## config.mk

```make
export PLATFORM = sky130hd
export DESIGN_NAME = fetch_stage_flat
export DESIGN_NICKNAME = d
export VERILOG_FILES = /design/src/rtl/fetch_pkg.sv /design/src/rtl/fetch_stage_if.sv /design/src/rtl/if_id_reg.sv /design/src/rtl/fetch_stage.sv /design/src/flat_wrapper.sv
export SDC_FILE = /design/constraint.sdc
export NUM_CORES = 1
export LEC_CHECK = 0
export CORE_MARGIN = 3
export CORE_UTILIZATION = 42
export DETAILED_ROUTE_END_ITERATION = 7
export PLACE_DENSITY = 0.84
export RECOVER_POWER = 100
export SLEW_MARGIN = 5
export SYNTH_ARGS = -nofsm -noshare
export SYNTH_HDL_FRONTEND = slang
export SYNTH_SLANG_ARGS = --single-unit
export TNS_END_PERCENT = 50
```

## constraint.sdc

```tcl
create_clock -name clk -period 1.56 [get_ports clk]
set_input_delay 0.312 -clock clk [delete_from_list [all_inputs] [get_ports clk]]
set_output_delay 0.312 -clock clk [all_outputs]
set_load 0.005 [all_outputs]
```

## src/rtl/fetch_pkg.sv

```systemverilog
// Shared fetch/decode definitions.
//   ADDR_W, DATA_W : default PC and instruction widths
//   NOP_INSTR      : bubble instruction (addi x0,x0,0)
//   INSTR_BYTES    : PC increment per fetched instruction
//   ifid_t         : IF/ID pipeline register contents {pc, pc4, instr, valid}
package fetch_pkg;

  localparam int unsigned ADDR_W      = 8;
  localparam int unsigned DATA_W      = 32;
  localparam int unsigned INSTR_BYTES = 4;

  localparam logic [DATA_W-1:0] NOP_INSTR = 32'h0000_0013;

  typedef struct packed {
    logic [ADDR_W-1:0] pc;
    logic [ADDR_W-1:0] pc4;
    logic [DATA_W-1:0] instr;
    logic              valid;
  } ifid_t;

  // Bubble contents: zero PC fields, NOP, not valid.
  function automatic ifid_t ifid_bubble(input logic [DATA_W-1:0] nop);
    ifid_t b;
    b.pc    = '0;
    b.pc4   = '0;
    b.instr = nop;
    b.valid = 1'b0;
    return b;
  endfunction

endpackage

```

## src/rtl/fetch_stage_if.sv

```systemverilog
// Instruction-ROM bus between the fetch stage and an asynchronous ROM.
//   imem_addr : byte address driven by fetch (master)
//   imem_data : read data returned combinationally by the ROM (slave)
interface fetch_stage_if #(
  parameter int unsigned ADDRESS_WIDTH = 8,
  parameter int unsigned DATA_WIDTH    = 32
);

  logic [ADDRESS_WIDTH-1:0] imem_addr;
  logic [DATA_WIDTH-1:0]    imem_data;

  modport master (
    output imem_addr,
    input  imem_data
  );

  modport slave (
    input  imem_addr,
    output imem_data
  );

endinterface

```

## src/rtl/if_id_reg.sv

```systemverilog
// IF/ID pipeline register with hold / bubble / load control.
//   clk, rst_n : clock and asynchronous active-low reset (resets to bubble)
//   hold       : keep current contents
//   bubble     : replace contents with a bubble (wins over hold)
//   load_data  : contents captured when neither hold nor bubble
//   ifid       : registered contents
module if_id_reg
  import fetch_pkg::*;
#(
  parameter logic [DATA_W-1:0] BUBBLE_INSTR = fetch_pkg::NOP_INSTR
) (
  input  logic  clk,
  input  logic  rst_n,
  input  logic  hold,
  input  logic  bubble,
  input  ifid_t load_data,
  output ifid_t ifid
);

  ifid_t ifid_d, ifid_q;

  always_comb begin
    ifid_d = ifid_q;
    if (bubble) begin
      ifid_d = ifid_bubble(BUBBLE_INSTR);
    end else if (!hold) begin
      ifid_d = load_data;
    end
  end

  always_ff @(posedge clk or negedge rst_n) begin
    if (!rst_n) begin
      ifid_q <= ifid_bubble(BUBBLE_INSTR);
    end else begin
      ifid_q <= ifid_d;
    end
  end

  assign ifid = ifid_q;

endmodule

```

## src/rtl/fetch_stage.sv

```systemverilog
// Instruction-fetch stage: owns the PC, drives the asynchronous instruction ROM address
// and captures the returned word into the IF/ID register. Handles stall, flush and
// branch/jump redirect (redirect > flush > stall > normal fetch).
//   clk, rst_n        : clock, asynchronous active-low reset
//   imem              : ROM bus (imem_addr = pc, imem_data same cycle)
//   stall_i           : hold pc and IF/ID
//   flush_i           : bubble IF/ID; pc still advances unless stalled
//   redirect_valid_i  : load pc with redirect_pc_i and bubble IF/ID
//   redirect_pc_i     : redirect target byte address
//   if_id_*_o         : IF/ID contents (pc, pc+4, instruction, valid)
//   misalign_o        : sticky misaligned-redirect flag
// Optional build macro FETCH_ALIGN_CHECK_EN: clears redirect_pc_i[1:0] on load and raises
// misalign_o when they were nonzero. Without it the target is loaded verbatim and
// misalign_o is tied low.
module fetch_stage #(
  parameter int unsigned               ADDRESS_WIDTH = 8,
  parameter int unsigned               DATA_WIDTH    = 32,
  parameter logic [ADDRESS_WIDTH-1:0]  RESET_PC      = '0,
  parameter logic [DATA_WIDTH-1:0]     NOP_INSTR     = 32'h0000_0013
) (
  input  logic                     clk,
  input  logic                     rst_n,
  fetch_stage_if.master            imem,
  input  logic                     stall_i,
  input  logic                     flush_i,
  input  logic                     redirect_valid_i,
  input  logic [ADDRESS_WIDTH-1:0] redirect_pc_i,
  output logic [ADDRESS_WIDTH-1:0] if_id_pc_o,
  output logic [ADDRESS_WIDTH-1:0] if_id_pc4_o,
  output logic [DATA_WIDTH-1:0]    if_id_instr_o,
  output logic                     if_id_valid_o,
  output logic                     misalign_o
);

  import fetch_pkg::ifid_t;
  import fetch_pkg::INSTR_BYTES;

  logic [ADDRESS_WIDTH-1:0] pc_d, pc_q;
  logic [ADDRESS_WIDTH-1:0] pc_plus4;
  logic [ADDRESS_WIDTH-1:0] redirect_target;
  ifid_t                    load_data;
  ifid_t                    ifid;
  logic                     ifid_bubble_en;
  logic                     ifid_hold;

  // Wraps modulo 2**ADDRESS_WIDTH.
  assign pc_plus4 = pc_q + ADDRESS_WIDTH'(INSTR_BYTES);

`ifdef FETCH_ALIGN_CHECK_EN
  logic misalign_d, misalign_q;

  assign redirect_target = {redirect_pc_i[ADDRESS_WIDTH-1:2], 2'b00};
  assign misalign_d      = misalign_q | (redirect_valid_i & (|redirect_pc_i[1:0]));

  always_ff @(posedge clk or negedge rst_n) begin
    if (!rst_n) begin
      misalign_q <= 1'b0;
    end else begin
      misalign_q <= misalign_d;
    end
  end

  assign misalign_o = misalign_q;
`else
  assign redirect_target = redirect_pc_i;
  assign misalign_o      = 1'b0;
`endif

  // Flush with stall still holds pc; redirect overrides both.
  always_comb begin
    pc_d = pc_plus4;
    if (redirect_valid_i) begin
      pc_d = redirect_target;
    end else if (stall_i) begin
      pc_d = pc_q;
    end
  end

  always_ff @(posedge clk or negedge rst_n) begin
    if (!rst_n) begin
      pc_q <= RESET_PC;
    end else begin
      pc_q <= pc_d;
    end
  end

  assign imem.imem_addr = pc_q;

  assign ifid_bubble_en = redirect_valid_i | flush_i;
  assign ifid_hold      = stall_i;

  always_comb begin
    load_data.pc    = pc_q;
    load_data.pc4   = pc_plus4;
    load_data.instr = imem.imem_data;
    load_data.valid = 1'b1;
  end

  if_id_reg #(
    .BUBBLE_INSTR(NOP_INSTR)
  ) u_if_id_reg (
    .clk      (clk),
    .rst_n    (rst_n),
    .hold     (ifid_hold),
    .bubble   (ifid_bubble_en),
    .load_data(load_data),
    .ifid     (ifid)
  );

  assign if_id_pc_o    = ifid.pc;
  assign if_id_pc4_o   = ifid.pc4;
  assign if_id_instr_o = ifid.instr;
  assign if_id_valid_o = ifid.valid;

endmodule

```

## src/flat_wrapper.sv

```systemverilog
// flat-port wrapper written by rule: the top's interface ports become plain ports
module fetch_stage_flat import fetch_pkg::ifid_t; import fetch_pkg::INSTR_BYTES;
#(
  parameter int unsigned               ADDRESS_WIDTH = 8,
  parameter int unsigned               DATA_WIDTH    = 32,
  parameter logic [ADDRESS_WIDTH-1:0]  RESET_PC      = '0,
  parameter logic [DATA_WIDTH-1:0]     NOP_INSTR     = 32'h0000_0013
)
  (clk, rst_n, stall_i, flush_i, redirect_valid_i, redirect_pc_i, if_id_pc_o, if_id_pc4_o, if_id_instr_o, if_id_valid_o, misalign_o, imem_imem_addr, imem_imem_data);
  fetch_stage_if #(.ADDRESS_WIDTH(ADDRESS_WIDTH), .DATA_WIDTH(DATA_WIDTH)) imem_i ();
  input  logic clk;
  input  logic rst_n;
  input  logic stall_i;
  input  logic flush_i;
  input  logic redirect_valid_i;
  input  logic [ADDRESS_WIDTH-1:0] redirect_pc_i;
  output logic [ADDRESS_WIDTH-1:0] if_id_pc_o;
  output logic [ADDRESS_WIDTH-1:0] if_id_pc4_o;
  output logic [DATA_WIDTH-1:0] if_id_instr_o;
  output logic if_id_valid_o;
  output logic misalign_o;
  output wire logic [$bits(imem_i.imem_addr)-1:0] imem_imem_addr;
  input wire logic [$bits(imem_i.imem_data)-1:0] imem_imem_data;
  assign imem_imem_addr = imem_i.imem_addr;
  assign imem_i.imem_data = imem_imem_data;
  fetch_stage #(.ADDRESS_WIDTH(ADDRESS_WIDTH), .DATA_WIDTH(DATA_WIDTH), .RESET_PC(RESET_PC), .NOP_INSTR(NOP_INSTR)) u_core (.clk(clk), .rst_n(rst_n), .imem(imem_i), .stall_i(stall_i), .flush_i(flush_i), .redirect_valid_i(redirect_valid_i), .redirect_pc_i(redirect_pc_i), .if_id_pc_o(if_id_pc_o), .if_id_pc4_o(if_id_pc4_o), .if_id_instr_o(if_id_instr_o), .if_id_valid_o(if_id_valid_o), .misalign_o(misalign_o));
endmodule
```

==> flow_metrics.env <==
export IMPL_finalSetupViolCount=0
export IMPL_clk_latency_ns=0.31
export IMPL_drt_iter0_drc=106
export IMPL_synth_top_family_by_area="multiplexers"
export IMPL_hpwl_mm=3.91
export IMPL_port_buffers=101
export IMPL_startpoint="u_core.u_if_id_reg.ifid[42]$_DFFE_PN0P_"
export IMPL_period_needed_ns=1.50
export IMPL_worstSetupStartpointType="flip-flop"
export IMPL_ys_flop_type="dfrtp_1"
export IMPL_cap_violations=0
export IMPL_power_share_switching_pct=22.9
export IMPL_fin_cells=378
export IMPL_arrival_ns=1.19
export IMPL_root_buffer="clkbuf_8"
export IMPL_comb_power_share_pct=16.6
export IMPL_ys_seq_area_share_pct=58.5
export IMPL_start_util_pct=44.8
export IMPL_dr_pass1_iters=4
export IMPL_yosys_area_share_adder_pct=0.530
export IMPL_htreeDepth=2
export IMPL_post_drt_wl_per_cell_um=15.0
export IMPL_grt_ovfl_total=0
export IMPL_power_share_clock_pct=34.5
export IMPL_numCtsBuffers=5
export IMPL_worstHoldStart="stall_i"
export IMPL_crit_required_ns=1.25
export IMPL_synth_simple_area_share_pct=11.0
export IMPL_core_area_um2=5270
export IMPL_clkSinkCount=55
export IMPL_crit_chain="clkdlybuf4s50_1"
export IMPL_p_leak_nw=1.61
export IMPL_endpoint_kind="output port"
export IMPL_status="complete, no violations"
export IMPL_crit_buf_inv=1
export IMPL_cp_top_family="buffers and inverters"
export IMPL_dp_cells=366
export IMPL_cts_max_path_buffers=2
export IMPL_rows=26
export IMPL_postLayoutCoreUtil_pct=67.4
export IMPL_via_per_inst=4.93
export IMPL_hold_class="input port to flip-flop"
export IMPL_vias=1864
export IMPL_layout_drive_gt1_share_pct=8.44
export IMPL_fin_nets=353
export IMPL_ant_nets=0
export IMPL_p_int_mw=2.44
export IMPL_path_max_fanout=3
export IMPL_grt_pass1_vias=1940
export IMPL_clkTransAtPathRegs_ns=0.09
export IMPL_die_h_um=81.0
export IMPL_gp_congestion=0.810
export IMPL_grt_max_degree=41
export IMPL_p_per_area_nw_per_um2=891
export IMPL_drcViolationCount=0
export IMPL_finClkSkew_ns=0.00696
export IMPL_p_switching_mw=0.724
export IMPL_track_usage_pct=18.2
export IMPL_die_w_um=81.0
export IMPL_synth_compound_area_share_pct=4.45
export IMPL_die_area_um2=6560
export IMPL_synth_area_um2=2360
export IMPL_synth_cells=206
export IMPL_slowest_stage="clkdlybuf4s50_1"
export IMPL_final_hold_viol_count=0
export IMPL_worst_setup_path_type="flip-flop to output port"
export IMPL_yosys_warnings=0
export IMPL_syn_avg_cell_area_um2=11.5
export IMPL_grt_antenna_before_repair=0
export IMPL_p_seq_share_pct=48.9
export IMPL_rsz0062_at_grt="no"
export IMPL_synth_xor_area_share_pct=2.60
export IMPL_power_mw=3.16
export IMPL_async_flop_share_pct=100
export IMPL_ys_types=28
export IMPL_setup_tns_ns=0
export IMPL_worst_pin_slew_ns=0.830
export IMPL_synth_seq_cells=55
export IMPL_muxShareOfSynthArea_pct=17.9
export IMPL_clock_fmax_ghz=0.664
export IMPL_r2r_start="u_core.imem.imem_addr[3]$_DFFE_PN0P_"
export IMPL_syn_nets=252
export IMPL_ios=103
export IMPL_diodes=0
export IMPL_ir_worst_vdd_mv=0.436
export IMPL_slowest_delay_ns=0.51
export IMPL_cts_tree="yes"
export IMPL_area_growth_pct=50.5
export IMPL_maxSlewHeadroom_pct=44.7
export IMPL_min_period_over_period_pct=96.5
export IMPL_nFillCells=427
export IMPL_grt_pass1_wl_mm=9.17
export IMPL_slew_violations=0
export IMPL_wirelength_mm=5.66
export IMPL_synth_edf_count=0
## final timing paths
check | endpoint | cells past startpoint | slack (ns)
max in group asynchronous | u_core.imem.imem_addr[3]$_DFFE_PN0P_ | 3 | 0.26
min | u_core.u_if_id_reg.ifid[37]$_DFFE_PN0P_ | 4 | 0.50
min reg2reg | u_core.u_if_id_reg.ifid[0]$_DFFE_PN0P_ | 1 | 0.52
min in group asynchronous | u_core.imem.imem_addr[7]$_DFFE_PN0P_ | 3 | 0.58
max reg2reg | u_core.imem.imem_addr[7]$_DFFE_PN0P_ | 4 | 0.12
max | if_id_pc4_o[1] | 1 | 0.06
## layout make-up
type	instances	area, um2	share of cell area, %
inverters	1	3.75	0.106
flip-flops and latches	55	1380	39.0
repair buffers	112	1080	30.4
clock buffers	6	72.6	2.04
well taps	70	87.6	2.47
multi-input cells	132	865	24.3
clock inverters	2	60.1	1.69
## layer usage
| layer | part of all wire, % | track usage, % | vias up | routed length, um |
|---|---|---|---|---|
| li1 | - | - | 873 | - |
| met3 | 8.0 | 4.88 | 6 | 451 |
| met1 | 41 | 21.9 | 910 | 2320 |
| met5 | 0 | 0 | - | 0 |
| met4 | 1.7 | 7.77 | 0 | 95 |
| met2 | 49 | 30.8 | 75 | 2790 |
## cell families after synthesis
group / count (synthesis)
AND/OR/NAND/NOR: 62
flip-flops: 55
multiplexers: 42
AO/OA/AOI/OAI: 19
buffers and inverters: 19
XOR/XNOR: 7
adder cells (fa/ha/maj): 1
other: 1
## per-stage QoR
stage | area [um2] | worst slack [ns] | hold WS [ns]
after global placement | 3430 | 0.111 | 0.296
after CTS | 3590 | 0.000681 | 0.487
after floorplan | 2360 | 0.340 | 0.0164
final | 3550 | 0.0550 | 0.498
after global routing | 3550 | 0.000598 | 0.498
after detailed placement | 3430 | 0.0388 | 0.301
## cells in the mapped netlist (2+ instances only)
cell type / instances / area [um2]
dfrtp_1: 52 / 1300
nor2_1: 41 / 154
mux2i_1: 40 / 400
nand2_1: 11 / 41.3
o21ai_0: 9 / 45.0
buf_4: 8 / 60.1
a21oi_1: 6 / 30.0
xor2_1: 6 / 52.6
buf_2: 5 / 25.0
clkbuf_1: 3 / 11.3
dfstp_2: 3 / 78.8
mux2_2: 2 / 22.5
nand3_1: 2 / 10.0
nand4b_1: 2 / 17.5
nor2b_1: 2 / 12.5
o21a_1: 2 / 15.0
## flip-flops by register name, indices dropped and copies added, names as in the netlist
register and count:
u_core.u_if_id_reg.ifid 47, u_core.imem.imem_addr 8
## layout by cell type (no fill, tap or decap), types with 3 or more instances in the layout
master	Yosys	final
clkdlybuf4s25_1	0	11
mux2i_1	40	40
clkbuf_2	1	3
nand2_1	11	11
a21oi_1	6	6
buf_4	8	4
dfrtp_2	0	3
clkbuf_8	0	5
nor2_1	41	41
xor2_1	6	6
dlygate4sd2_1	0	6
dfstp_2	3	3
dfrtp_1	52	49
clkdlybuf4s50_1	0	81
o21ai_0	9	9
## power by group through the flow
stage / Sequential [mW] / Combinational [mW] / Clock (mW)
floorplan: 1.57 / 0.220 / 0
global placement: 1.58 / 0.515 / 0
detailed placement: 1.59 / 0.523 / 0
CTS: 1.55 / 0.552 / 1.12
global route: 1.56 / 0.576 / 1.18
finish: 1.55 / 0.524 / 1.09
## what timing repair did
item,in CTS,in global routing
endpoints found under the hold margin,20,0
hold buffers,1,0
buffers inserted,3,0
endpoints found under the setup margin,9,11
resized for setup,12,11
(Power assumes the default switching activity.)
